### config.mk
export PLATFORM = sky130hd
export DESIGN_NAME = result_unloader
export DESIGN_NICKNAME = d
export VERILOG_FILES = /design/src/rtl/result_unloader.sv
export SDC_FILE = /design/constraint.sdc
export NUM_CORES = 1
export LEC_CHECK = 0
export ABC_AREA = 1
export BUFFER_PORTS_ARGS = -buffer_cell sky130_fd_sc_hd__buf_2
export CORE_MARGIN = 3
export CORE_UTILIZATION = 55
export DETAILED_ROUTE_END_ITERATION = 10
export PLACE_DENSITY = 0.84
export SKIP_LAST_GASP = 1
export SLEW_MARGIN = 15
export SYNTH_ARGS = -nofsm -noshare
export SYNTH_HDL_FRONTEND = slang
export SYNTH_SLANG_ARGS = --single-unit
### constraint.sdc
create_clock -name clk -period 3.4 [get_ports clk]
set_input_delay 0.34 -clock clk [delete_from_list [all_inputs] [get_ports clk]]
set_output_delay 0.34 -clock clk [all_outputs]
set_load 0.02 [all_outputs]
### src/rtl/result_unloader.sv
// Streams N_WORDS 18-bit result-memory entries as 3 bytes each (LSB slice first) over valid/ready.
// Optional trailing XOR checksum byte when UNLOAD_CHECKSUM_EN is defined.
module result_unloader #(
  parameter int N_WORDS   = 9,
  parameter int ADDR_BASE = 0,
  parameter int ADDR_W    = 5,
  parameter int READ_LAT  = 1
) (
  input  logic              clk,
  input  logic              rst,
  input  logic              start,
  output logic              memout_read,
  output logic [ADDR_W-1:0] memout_addr,
  output logic [1:0]        part,
  input  logic [7:0]        Dataout,
  output logic [7:0]        tx_data,
  output logic              tx_valid,
  input  logic              tx_ready,
  output logic              busy,
  output logic              done
);

  localparam int WORD_W = (N_WORDS > 1) ? $clog2(N_WORDS) : 1;
  localparam int LAT_W  = (READ_LAT > 1) ? $clog2(READ_LAT) : 1;
  localparam logic [WORD_W-1:0] LAST_WORD = WORD_W'(N_WORDS - 1);
  localparam logic [LAT_W-1:0]  LAT_LAST  = LAT_W'(READ_LAT - 1);
  localparam logic [ADDR_W-1:0] BASE_ADDR = ADDR_W'(ADDR_BASE);

`ifdef UNLOAD_CHECKSUM_EN
  typedef enum logic [2:0] {S_IDLE, S_RD, S_LOAD, S_SEND, S_CSUM, S_DONE} state_t;
`else
  typedef enum logic [2:0] {S_IDLE, S_RD, S_LOAD, S_SEND, S_DONE} state_t;
`endif

  state_t r_state, w_nxt_state;

  logic              r_read,     w_nxt_read;
  logic [ADDR_W-1:0] r_addr,     w_nxt_addr;
  logic [1:0]        r_part,     w_nxt_part;
  logic [7:0]        r_tx_data,  w_nxt_tx_data;
  logic              r_tx_valid, w_nxt_tx_valid;
  logic              r_busy,     w_nxt_busy;
  logic              r_done,     w_nxt_done;
  logic [WORD_W-1:0] r_word,     w_nxt_word;
  logic [LAT_W-1:0]  r_lat_cnt,  w_nxt_lat_cnt;
`ifdef UNLOAD_CHECKSUM_EN
  logic [7:0]        r_csum,     w_nxt_csum;
`endif

  logic w_hs;
  logic w_last_part;
  logic w_last_word;
  logic w_lat_done;

  assign w_hs        = r_tx_valid & tx_ready;
  assign w_last_part = (r_part == 2'd2);
  assign w_last_word = (r_word == LAST_WORD);
  assign w_lat_done  = (r_lat_cnt == LAT_LAST);

  always_ff @(posedge clk or posedge rst) begin
    if (rst) r_state <= S_IDLE;
    else     r_state <= w_nxt_state;
  end

  always_comb begin
    w_nxt_state = r_state;
    case (r_state)
      S_IDLE: if (start) w_nxt_state = S_RD;
      S_RD:   if (w_lat_done) w_nxt_state = S_LOAD;
      S_LOAD: w_nxt_state = S_SEND;
      S_SEND: begin
        if (w_hs) begin
          if (!w_last_part)      w_nxt_state = S_LOAD;
          else if (!w_last_word) w_nxt_state = S_RD;
`ifdef UNLOAD_CHECKSUM_EN
          else                   w_nxt_state = S_CSUM;
`else
          else                   w_nxt_state = S_DONE;
`endif
        end
      end
`ifdef UNLOAD_CHECKSUM_EN
      S_CSUM: if (w_hs) w_nxt_state = S_DONE;
`endif
      S_DONE:  w_nxt_state = S_IDLE;
      default: w_nxt_state = S_IDLE;
    endcase
  end

  // Next values for the registered outputs; done defaults low so it is a single-cycle pulse.
  always_comb begin
    w_nxt_read     = r_read;
    w_nxt_addr     = r_addr;
    w_nxt_part     = r_part;
    w_nxt_tx_data  = r_tx_data;
    w_nxt_tx_valid = r_tx_valid;
    w_nxt_busy     = r_busy;
    w_nxt_done     = 1'b0;
    w_nxt_word     = r_word;
    w_nxt_lat_cnt  = r_lat_cnt;
`ifdef UNLOAD_CHECKSUM_EN
    w_nxt_csum     = r_csum;
`endif
    case (r_state)
      S_IDLE: begin
        if (start) begin
          w_nxt_read    = 1'b1;
          w_nxt_addr    = BASE_ADDR;
          w_nxt_part    = 2'd0;
          w_nxt_busy    = 1'b1;
          w_nxt_word    = '0;
          w_nxt_lat_cnt = '0;
`ifdef UNLOAD_CHECKSUM_EN
          w_nxt_csum    = 8'd0;
`endif
        end
      end
      S_RD: begin
        if (!w_lat_done) w_nxt_lat_cnt = r_lat_cnt + 1'b1;
      end
      S_LOAD: begin
        w_nxt_tx_data  = Dataout;
        w_nxt_tx_valid = 1'b1;
      end
      S_SEND: begin
        if (w_hs) begin
          w_nxt_tx_valid = 1'b0;
`ifdef UNLOAD_CHECKSUM_EN
          w_nxt_csum     = r_csum ^ r_tx_data;
`endif
          if (!w_last_part) begin
            w_nxt_part = r_part + 2'd1;
          end else if (!w_last_word) begin
            w_nxt_word    = r_word + 1'b1;
            w_nxt_addr    = r_addr + 1'b1;
            w_nxt_part    = 2'd0;
            w_nxt_lat_cnt = '0;
          end else begin
`ifdef UNLOAD_CHECKSUM_EN
            // Fold the final data byte in directly so the checksum is presented next cycle.
            w_nxt_tx_data  = r_csum ^ r_tx_data;
            w_nxt_tx_valid = 1'b1;
`else
            w_nxt_done     = 1'b1;
`endif
          end
        end
      end
`ifdef UNLOAD_CHECKSUM_EN
      S_CSUM: begin
        if (w_hs) begin
          w_nxt_tx_valid = 1'b0;
          w_nxt_done     = 1'b1;
        end
      end
`endif
      S_DONE: begin
        w_nxt_read = 1'b0;
        w_nxt_busy = 1'b0;
      end
      default: begin
        w_nxt_read     = 1'b0;
        w_nxt_tx_valid = 1'b0;
        w_nxt_busy     = 1'b0;
      end
    endcase
  end

  always_ff @(posedge clk or posedge rst) begin
    if (rst) begin
      r_read     <= 1'b0;
      r_addr     <= BASE_ADDR;
      r_part     <= 2'd0;
      r_tx_data  <= 8'd0;
      r_tx_valid <= 1'b0;
      r_busy     <= 1'b0;
      r_done     <= 1'b0;
      r_word     <= '0;
      r_lat_cnt  <= '0;
`ifdef UNLOAD_CHECKSUM_EN
      r_csum     <= 8'd0;
`endif
    end else begin
      r_read     <= w_nxt_read;
      r_addr     <= w_nxt_addr;
      r_part     <= w_nxt_part;
      r_tx_data  <= w_nxt_tx_data;
      r_tx_valid <= w_nxt_tx_valid;
      r_busy     <= w_nxt_busy;
      r_done     <= w_nxt_done;
      r_word     <= w_nxt_word;
      r_lat_cnt  <= w_nxt_lat_cnt;
`ifdef UNLOAD_CHECKSUM_EN
      r_csum     <= w_nxt_csum;
`endif
    end
  end

  assign memout_read = r_read;
  assign memout_addr = r_addr;
  assign part        = r_part;
  assign tx_data     = r_tx_data;
  assign tx_valid    = r_tx_valid;
  assign busy        = r_busy;
  assign done        = r_done;

endmodule
==> After elaboration in Yosys (flattened, before gate mapping) <==
Cells that the tools add are included.
{ "classes": {"eq_ne": 12, "n_mux": 35, "reduce_logical": 11, "addsub": 4, "bitwise": 3} }
{ "ops": {"columns": ["op", "n"], "rows": [
  ["2-to-1 mux 5 bit", 4],
  ["2-to-1 mux 4 bit", 4],
  ["2-to-1 mux 3 bit", 5],
  ["case mux 3 bit (4 select lines)", 1],
  ["2-to-1 mux 1 bit", 11],
  ["inequality test 2 bit, second input constant", 5],
  ["case mux 5 bit (2 select lines)", 1],
  ["AND reduction 5 bit", 2],
  ["2-to-1 mux 2 bit", 4],
  ["case mux 4 bit (2 select lines)", 1],
  ["equality test 3 x 2 -> 1 bit, second input constant", 2],
  ["case mux 1 bit (3 select lines)", 2],
  ["OR reduction 3 bit", 2],
  ["adder 5 x 1 -> 5 bit, second input constant", 1],
  ["adder 4 x 1 -> 4 bit, second input constant", 1],
  ["equality test 4 bit, second input constant", 1],
  ["case mux 2 bit (2 select lines)", 1],
  ["AND reduction 2 bit", 2],
  ["AND reduction 4 bit", 1],
  ["equality test 3 x 1 -> 1 bit, second input constant", 1],
  ["equality test 3 bit, second input constant", 1],
  ["logical NOT 3 bit", 1],
  ["inequality test 3 bit, second input constant", 1],
  ["AND reduction 3 bit", 1],
  ["other kinds (8)", 9]
]} }
{ "word_totals": {"wordCells": 74, "out_inout_bits": 19, "regBits": 26, "input_bits": 12} }

==> Logic depth before layout (Yosys ltp) <==
Gate-level depths: netlist (run 1).
{ "depth": {"depth_word": 5, "depth_mapped": 10, "depth_no_buf": 10} }

==> Worst setup path before layout (run 1) <==
Ideal clock, no wire load.
{ "synth_path": {"kind": "reg-to-reg", "start": "register r_part[0] (netlist: part[0])", "end": "register r_addr[2] (netlist: memout_addr[2])", "period_less_slack_ns": 1.283, "n_path_buf": 0, "setup_time_ns": 0.118, "path_slack_ns": 2.117, "stages_incl_launch_ff": 7, "required_ns": 3.282, "t_arrival_ns": 1.165, "cell_sequence": "dfrtp_1 inv_1 nand2_1 o21ai_2 nand3_4 nand2_1 nand2_1"} }
{ "synth_between": {"elab_chain_len": 3} }
{ "synth_lines": {"columns": ["item", "line_no", "text"], "rows": [
  ["start: declaration", "39", "logic [1:0] r_part, w_nxt_part;"],
  ["start signal: assignment", "186", "r_part <= w_nxt_part;"],
  ["equality test 2 bit", "56", "assign w_last_part = (r_part == 2'd2);"],
  ["inequality test 2 bit (no source line)", null, null],
  ["AND reduction 5 bit (no source line)", null, null],
  ["end signal: assignment", "185", "r_addr <= w_nxt_addr;"],
  ["end: declaration", "38", "logic [ADDR_W-1:0] r_addr, w_nxt_addr;"]
]} }
Every way passes these cells.
A chain may end at the register's enable or synchronous reset.

==> Worst setup path after layout (run 1) <==
{ "layout_path": {"start": "register r_state[2]", "end": "register r_word[2]"} }
{ "layout_between": {"elab_chain_len": 3, "elab_cells_between_ends": 9, "cone_classes": "5 x eq/ne; 1 x mux; 3 x reduce/logical"} }
{ "layout_lines": {"columns": ["item", "line_no", "text"], "rows": [
  ["start: declaration", "35", "state_t r_state, w_nxt_state;"],
  ["start signal: assignment", "62", "else r_state <= w_nxt_state;"],
  ["equality test 3 x 2 -> 1 bit / logical NOT 3 bit (equally long branches)", "104", "case (r_state)"],
  ["inequality test 2 bit (no source line) / nonzero test 2 bit (equally long branches)", null, null],
  ["AND reduction 5 bit (no source line)", null, null],
  ["end signal: assignment", "191", "r_word <= w_nxt_word;"],
  ["end: declaration", "44", "logic [WORD_W-1:0] r_word, w_nxt_word;"]
]} }
Several ways; a longest one is shown, not always the timed one.

==> impl_summary.md, run 1 <==
Clocking
Once the clock tree was built, the setup fixing pass inserted 0 buffers. The maximum count of clock buffers along a single path is 2. The CTS tree is done. After clock tree synthesis, the flow added hold-fix buffers numbering 0.

Once the clock tree was built, the resizer swapped 0 gates to a different size. The number of clock buffers added by TritonCTS is 3. In this run the number of H-tree levels came out at 1.

The tree is rooted in a clkbuf_4. The later pin in the worst-skew pair is clocked with a latency of 0.31 ns. The CTS clock-pin slew for the worst setup and hold paths is 0.13 ns. Counting every sink on the clock net gives 25.

Die
The number of cell rows is 17. The height of the die is 54.9 um. The number of primary I/O pins is 31. The total die area is 3010 um2. The starting utilization of the core area is 58.8%.

The core area is 2230 um2. The horizontal die dimension is 54.9 um.

Global routing
The via count of the first global-routing pass is 933. The initial antenna violation count is 0. For this run the aggregate overflow at the end of global routing stands at 0. The pin count of the biggest net entering global routing is 26.

The first global-routing pass estimated 4010 um of wire. The overall global routing resource usage is 18.3%.

Critical path
The largest fanout of any net on the critical path is 11. Data on the critical path is required at its endpoint by 3.66 ns. The worst setup path is of the reg2reg kind. The worst setup path is captured at a flop. The data arrival time of the critical path is 1.81 ns. The worst setup path is launched from a flop.

Power
The maximum vdd ir drop is 0.572 mV. In this run switching power makes up 49.2% of total power. The part of the total power dissipated in the clock network is 10.3%. The internal power of the cells totals 0.000636 W. The leakage power total is 0.853 nW. The combinational group share of total power is 53.4%.

The total power draw is 0.00125 W. The share of total power dissipated in sequential elements is 36.4%. The power dissipated by switching net loads is 0.000616 W. Power spread over the standard cell area amounts to 827 nW/um2.

Placement
The final weighted congestion in routability-driven placement is 0.789. The number of buffers added on ports is 30. The number of placed instances with taps included is 223. The sum of net half-perimeters after detailed placement is 2020 um.

Detailed routing
The final routed wirelength across all metal layers is 2560 um. The vias per cell is 5.03. The first routing iteration left 24 violations.

In the routed design, unresolved DRC markers number 0. The final routed wire length divided by cell count is 11.3 um. In this run the remaining antenna-violating nets after routing total 0. For this run, the detailed router's first-pass iteration total came to 4. The vias after detailed routing is 1142.

Synth
Each instance of the synthesized netlist takes up on average 7.87 um2. Summed over all instances, the cell type with the most area after synthesis is dfrtp_1. The async set-reset flop share out of synthesis is 100%.

Sequential cells were found to cover 47.6% of the synthesized design area. The netlist area before placement is 1310 um2. Of the total synthesized cell area, the portion taken by XOR and XNOR cells is 1.33%. The post-synth net total is 182. The area share of the largest cell type after synthesis is 47.6%. The leading register cell type out of synthesis is dfrtp_1. The synthesized-area fraction occupied by ao, oa, aoi and oai cells is 3.43%. After synthesis, the largest family of logic cells by area is simple AND/OR/NAND/NOR gates. The area share of fa/ha/maj cells after synthesis is 2.86%. The simple logic cell fraction of the synthesized area is 39.5%. After technology mapping, the gate count stands at 167. The register bit total from synthesis is 25. Sorting the synthesized cells by area gives the leading types as dfrtp_1 48%, nand2_1 20%, nand3_1 5.0%. The number of library cell types mapped by synthesis is 25. For this run, the number of Yosys warnings is 0. After synthesis, the share of cell area in mux cells is 0%.

The count of flip-flops with a built-in enable after synthesis is 0.

Cells and area
The fraction of final layout cells with drive strength greater than 1 is 23.6%. The library cell used most frequently in the layout, excluding fill and tap cells, is nand2_1. The area growth from synthesis to final layout is 15.2%. The total inserted antenna cells is 0.

The number of cells in the finished layout apart from fillers is 227. In the layout the commonest cells are 69 x nand2_1, 30 x buf_2, 25 x dfrtp_1. The final layout net count is 215.

Timing
Setup violations remaining at the end of the flow were counted as 0. For the final database, setup skew stands at 0.00829 ns. The final-report max-slew violation count came to 0. After layout, the worst path uses 45.6% of the clock period.

The final sum of negative setup slack is 0 ns. The transition at the pin with the smallest max-transition slack is 0.905 ns. Final hold analysis gives a worst-case slack of 0.194 ns. Headroom to the max-slew limit came out at 39.6%. The time the worst path needs with I/O delays and setup is 1.55 ns.

Setup repair after global routing left no endpoint under its margin. The maximum clock rate is 0.645 GHz. The number of hold-slack violations in the final timing report is 0.

Run status
The run finished with clean final reports.

Hold path
The worst min-delay path class is in2async.

Flow run
Max-cap violations in this run came to 0.
-- synth_stat cells, types with 2 or more instances --
cell     count
inv_1       12
nor2_1      14
nand4_1      4
nor3_1       2
nand2_1     69
xnor2_1      2
dfrtp_1     25
nor4_1       2
ha_1         3
nand2_2      3
nand3_1     13
inv_2        3
o21ai_0      3
-- power groups by stage --
stage          clock [W]  combinational [W]  sequential, W
2_1_floorplan          0           0.000420       0.000541
3_3_place_gp           0           0.000650       0.000456
3_5_place_dp           0           0.000673       0.000461
4_1_cts         0.000136           0.000675       0.000454
5_1_grt         0.000145           0.000762       0.000470
6_report        0.000129           0.000668       0.000455
-- cell families (layout without fill, tap and decap cells) --
kind of cell / Yosys count / in the layout
adders and majority gates: 3 / 3
DFF: 25 / 25
buffers and inverters: 17 / 49
AOI/OAI and AO/OA: 7 / 7
and+or+nand+nor: 113 / 113
xor gates and xnor gates: 2 / 2
-- per-stage QoR --
stage	area [um2]	utilization, %	setup slack [ns]
global route	1510	67.8	1.68
floorplan	1310	-	2.12
detailed placement	1490	66.6	1.90
global placement	1490	66.6	1.96
CTS	1510	67.8	1.86
finish	1510	67.8	1.85
-- state kept, by name, summed over array words and instances (netlist names) --
register / count
tx_data: 8
tx_valid: 1
busy: 1
r_state: 3
part: 2
done: 1
r_word: 4
memout_addr: 5
-- worst max-delay path: stages (launching register included) --
cell	delay, ns
dfrtp_1	0.48
inv_2	0.15
nand3_1	0.33
nand2_1	0.17
nand2_1	0.09
nor2_4	0.12
nand3_1	0.08
nand2_1	0.08
-- final timing paths --
kind | from | endpoint | slack, ns | depth (start not counted)
max | r_state[2] | r_word[2] | 1.85 | 7
min | rst | memout_addr[3] | 0.19 | 2
max reg2reg | r_state[2] | r_word[2] | 1.85 | 7
min reg2reg | tx_data[2] | tx_data[2] | 0.48 | 2
max in group asynchronous | rst | r_state[0] | 2.65 | 2
min in group clk | Dataout[3] | tx_data[3] | 0.22 | 3
-- routing by layer --
layer  track usage [%]  vias to the layer above  share of wire, %
met5                 0                        -                 0
met2              32.7                       36                48
met3              2.45                        2               6.5
met4              2.49                        0              0.59
li1                  -                      597                 -
met1              23.9                      507                45
-- final cells by class --
cell class | instances | area (um2)
Clock buffer | 3 | 22.5
Tap cell | 28 | 35.0
Multi-Input combinational cell | 125 | 619
Timing Repair Buffer | 30 | 150
Inverter | 15 | 56.3
Clock inverter | 1 | 5.00
Fill cell | 190 | 719
Sequential cell | 25 | 626
No activity file was read; power rests on OpenSTA's default activity.
==> run 2, diff against run 1 <==
--- a/config.mk
+++ b/config.mk
@@ -7,10 +7,11 @@
 export LEC_CHECK = 0
 export ABC_AREA = 1
 export BUFFER_PORTS_ARGS = -buffer_cell sky130_fd_sc_hd__buf_2
+export CORE_ASPECT_RATIO = 0.5
 export CORE_MARGIN = 3
-export CORE_UTILIZATION = 55
+export CORE_UTILIZATION = 47
 export DETAILED_ROUTE_END_ITERATION = 10
-export PLACE_DENSITY = 0.84
+export PLACE_DENSITY = 0.77
 export SKIP_LAST_GASP = 1
 export SLEW_MARGIN = 15
 export SYNTH_ARGS = -nofsm -noshare
==> constraint.sdc (replaced) <==
create_clock -name clk -period 1.3 [get_ports clk]
set_input_delay 0.13 -clock clk [delete_from_list [all_inputs] [get_ports clk]]
set_output_delay 0.13 -clock clk [all_outputs]
set_load 0.02 [all_outputs]
==> run 2 against run 1 <==
Net effect: the flow now finishes with violations (negative setup slack); utilization rose by 10 points; clock power rose to 3.7 times the previous value; register-to-register slack got worse by 1.9 ns; critical path depth rose by 2.
==> impl_summary.md, run 2 (synthesized netlist as in run 1, its figures left out) <==
Timing
The total of endpoints with negative setup slack in the final report is 7. Setup repair after global routing could not meet its margin everywhere. The number of hold-slack violations in the final timing report is 0. The worst pin sits at a relative slew slack of 78.1%. The portion of the clock cycle consumed by the worst path in the final layout is 106%.

The routed design could run at a clock period as short as 1.38 ns. On the final layout, the worst hold slack is 0.0508 ns. Derived from the worst setup path, the maximum achievable clock frequency is 0.724 GHz. The final critical-path setup slack is -0.0806 ns.

The final worst clock skew is 0.00124 ns. The final-report max-slew violation count is 0. For the final routed database, the setup TNS stands at -0.388 ns. At the pin with the least slew margin, the transition time is 0.328 ns.

Hold path
The worst hold path begins at Dataout[5]. The path with the worst hold slack has its endpoint at tx_data[5]. The worst min-delay path class is in2reg. The worst hold path depth is 3.

Placement
The final weighted congestion in routability-driven placement is 0.797. Counting tap cells, the placed design contains a total of 247 instances. The placed instances occupy a cell area of 1620 um2. During placement, the flow inserted port buffers numbering 30. The sum of net half-perimeters after detailed placement is 2060 um.

Die
The die covers 3500 um2. The core area is 2430 um2. The height of the die is 43.4 um. The floorplan has 12 rows. Once the floorplan was initialized, standard cells occupied 54.0% of the core. The number of primary I/O pins is 31. The horizontal die dimension is 80.8 um.

Global routing
For this run, global-route usage on met3 was measured as 5.81%. met2 is the most crowded layer. Summed over all layers, the global routing overflow is 0.

The global-route wire length before repair is 4620 um. The overall global routing resource usage is 17.3%. The initial antenna violation count is 0.

The pin count of the biggest net entering global routing is 26. The global-route met1 utilization is 20.7%. The via count of the first global-routing pass was 1075. Global routing used 31.6% of the available met2 tracks.

Cells and area
The total of fill cells in the finished design is 144. Summing all multi-input logic gate instances after layout gives 754 um2. From synthesis to final layout, the design area changed by 44.5%. The most common library cell in the layout ignoring fill and taps is nand2_1. The final layout net count is 241.

The cell area after layout is 1900 um2. The number of flip-flops under the largest register name is 8. The number of cells in the finished layout apart from fillers is 260.

For this run, the share of the core covered by cells in the final layout is 78.0%. The top cell types in the final layout, fill and taps aside, are 57 x nand2_1, 30 x buf_2, 22 x dfrtp_1. Registers take 629 um2. The repair_antennas step left the layout with diodes totalling 0. Cells with a size suffix above 1 make up 43.1% of the layout.

Detailed routing
Once detail routing completed, the nets flagged for antenna violations numbered 0. The vias after detailed routing is 1360. The detailed-router iteration count before antenna repair is 4.

The count of routing violations after the opening detailed-route iteration is 85. The vias per cell is 5.23. The post-route DRC violation count is 0. Dividing the detail-routed wire length by the instance count gives 14.0 um.

The final routed wirelength across all metal layers is 3640 um.

Critical path
In this run the critical register-to-register path is captured at memout_addr[4]. STA classifies the critical path endpoint as a flop. The classification of the worst setup path is reg2reg. The register-to-register setup slack is -0.08 ns. The data required time at the worst endpoint is 1.47 ns. The launching point of the worst reg2reg path is r_word[0]. The data arrival time of the critical path is 1.55 ns.

STA classifies the critical path startpoint as a flop. The largest fanout of any net on the critical path is 5. The logic depth of the worst register-to-register path is 9.

Clocking
The clock drives 25 sinks. The CTS clock-pin slew for the worst setup and hold paths is 0.09 ns. In this run the deepest clock path goes through 2 buffers. The root buffer cell chosen for the clock tree is clkbuf_8. The maximum level of the CTS H-tree is 1. The CTS tree is done. For the worst-skew pair, the clock arrives at the later sink with an insertion delay of 0.27 ns.

The number of buffers created by CTS is 3.

Run status
The run finished, with violations left. The checks that failed: negative setup slack.

Power
IR analysis of the VDD net gives a maximum drop of 1.28 mV. In this run the power density over the cells is 2330 nW/um2. For this design the static power due to leakage is 1.00 nW.

Flow run
The number of max-cap violations is 0.
-- run 2: where the power goes --
group | switching, W | internal (W) | total [W] | leakage, nW
Combinational | 0.00165 | 0.00110 | 0.00275 | 0.667
Sequential | 0.000181 | 0.00102 | 0.00120 | 0.316
Clock | 0.000260 | 0.000218 | 0.000478 | 0.0217
-- run 2: how the worst max path moves through the flow --
stage	start	to
2_1_floorplan	part[0]	memout_addr[2]
3_3_place_gp	r_state[2]	memout_addr[1]
3_5_place_dp	r_state[1]	r_word[2]
4_1_cts	r_state[1]	memout_addr[2]
5_1_grt	r_word[0]	memout_addr[4]
6_report	r_word[0]	memout_addr[4]
-- run 2: worst max-delay path, cell delays in order (launching register included) --
cell and delay, ns:
dfrtp_1 0.41, inv_1 0.07, ha_2 0.18, nand2_1 0.09
nor2_2 0.14, nand2_1 0.10, nand2_2 0.10, nor2_4 0.06
nand3_1 0.08, nand2_1 0.05
-- run 2: stage by stage --
stage | setup WS [ns] | total power (W)
floorplan | 0.0172 | 0.00251
global placement | 0.00370 | 0.00323
detailed placement | -0.0254 | 0.00326
CTS | -0.0300 | 0.00393
global route | -0.181 | 0.00469
finish | -0.0806 | 0.00443
-- run 2: layer usage --
metal	part of all wire (%)	routed length [um]	vias up
met1	43	1560	617
met2	46	1660	78
met4	2.8	101	0
met5	0	0	-
met3	8.8	320	14
li1	-	-	651
-- run 2: repair_timing --
action                                 CTS  global route
resized for setup                        9            30
cloned                                   1             0
endpoints found under the hold margin   25             0
buffers inserted                         2             5
pin swaps                                0            12
hold buffers                             1             0
setup endpoints to repair               12            14
-- run 2: area by class of cell --
type,count,area share (%)
Inverter,15,3.23
Timing Repair Buffer,55,19.0
Multi-Input combinational cell,126,39.7
Tap cell,35,2.31
Sequential cell,25,33.2
Clock inverter,1,0.396
Clock buffer,3,2.18
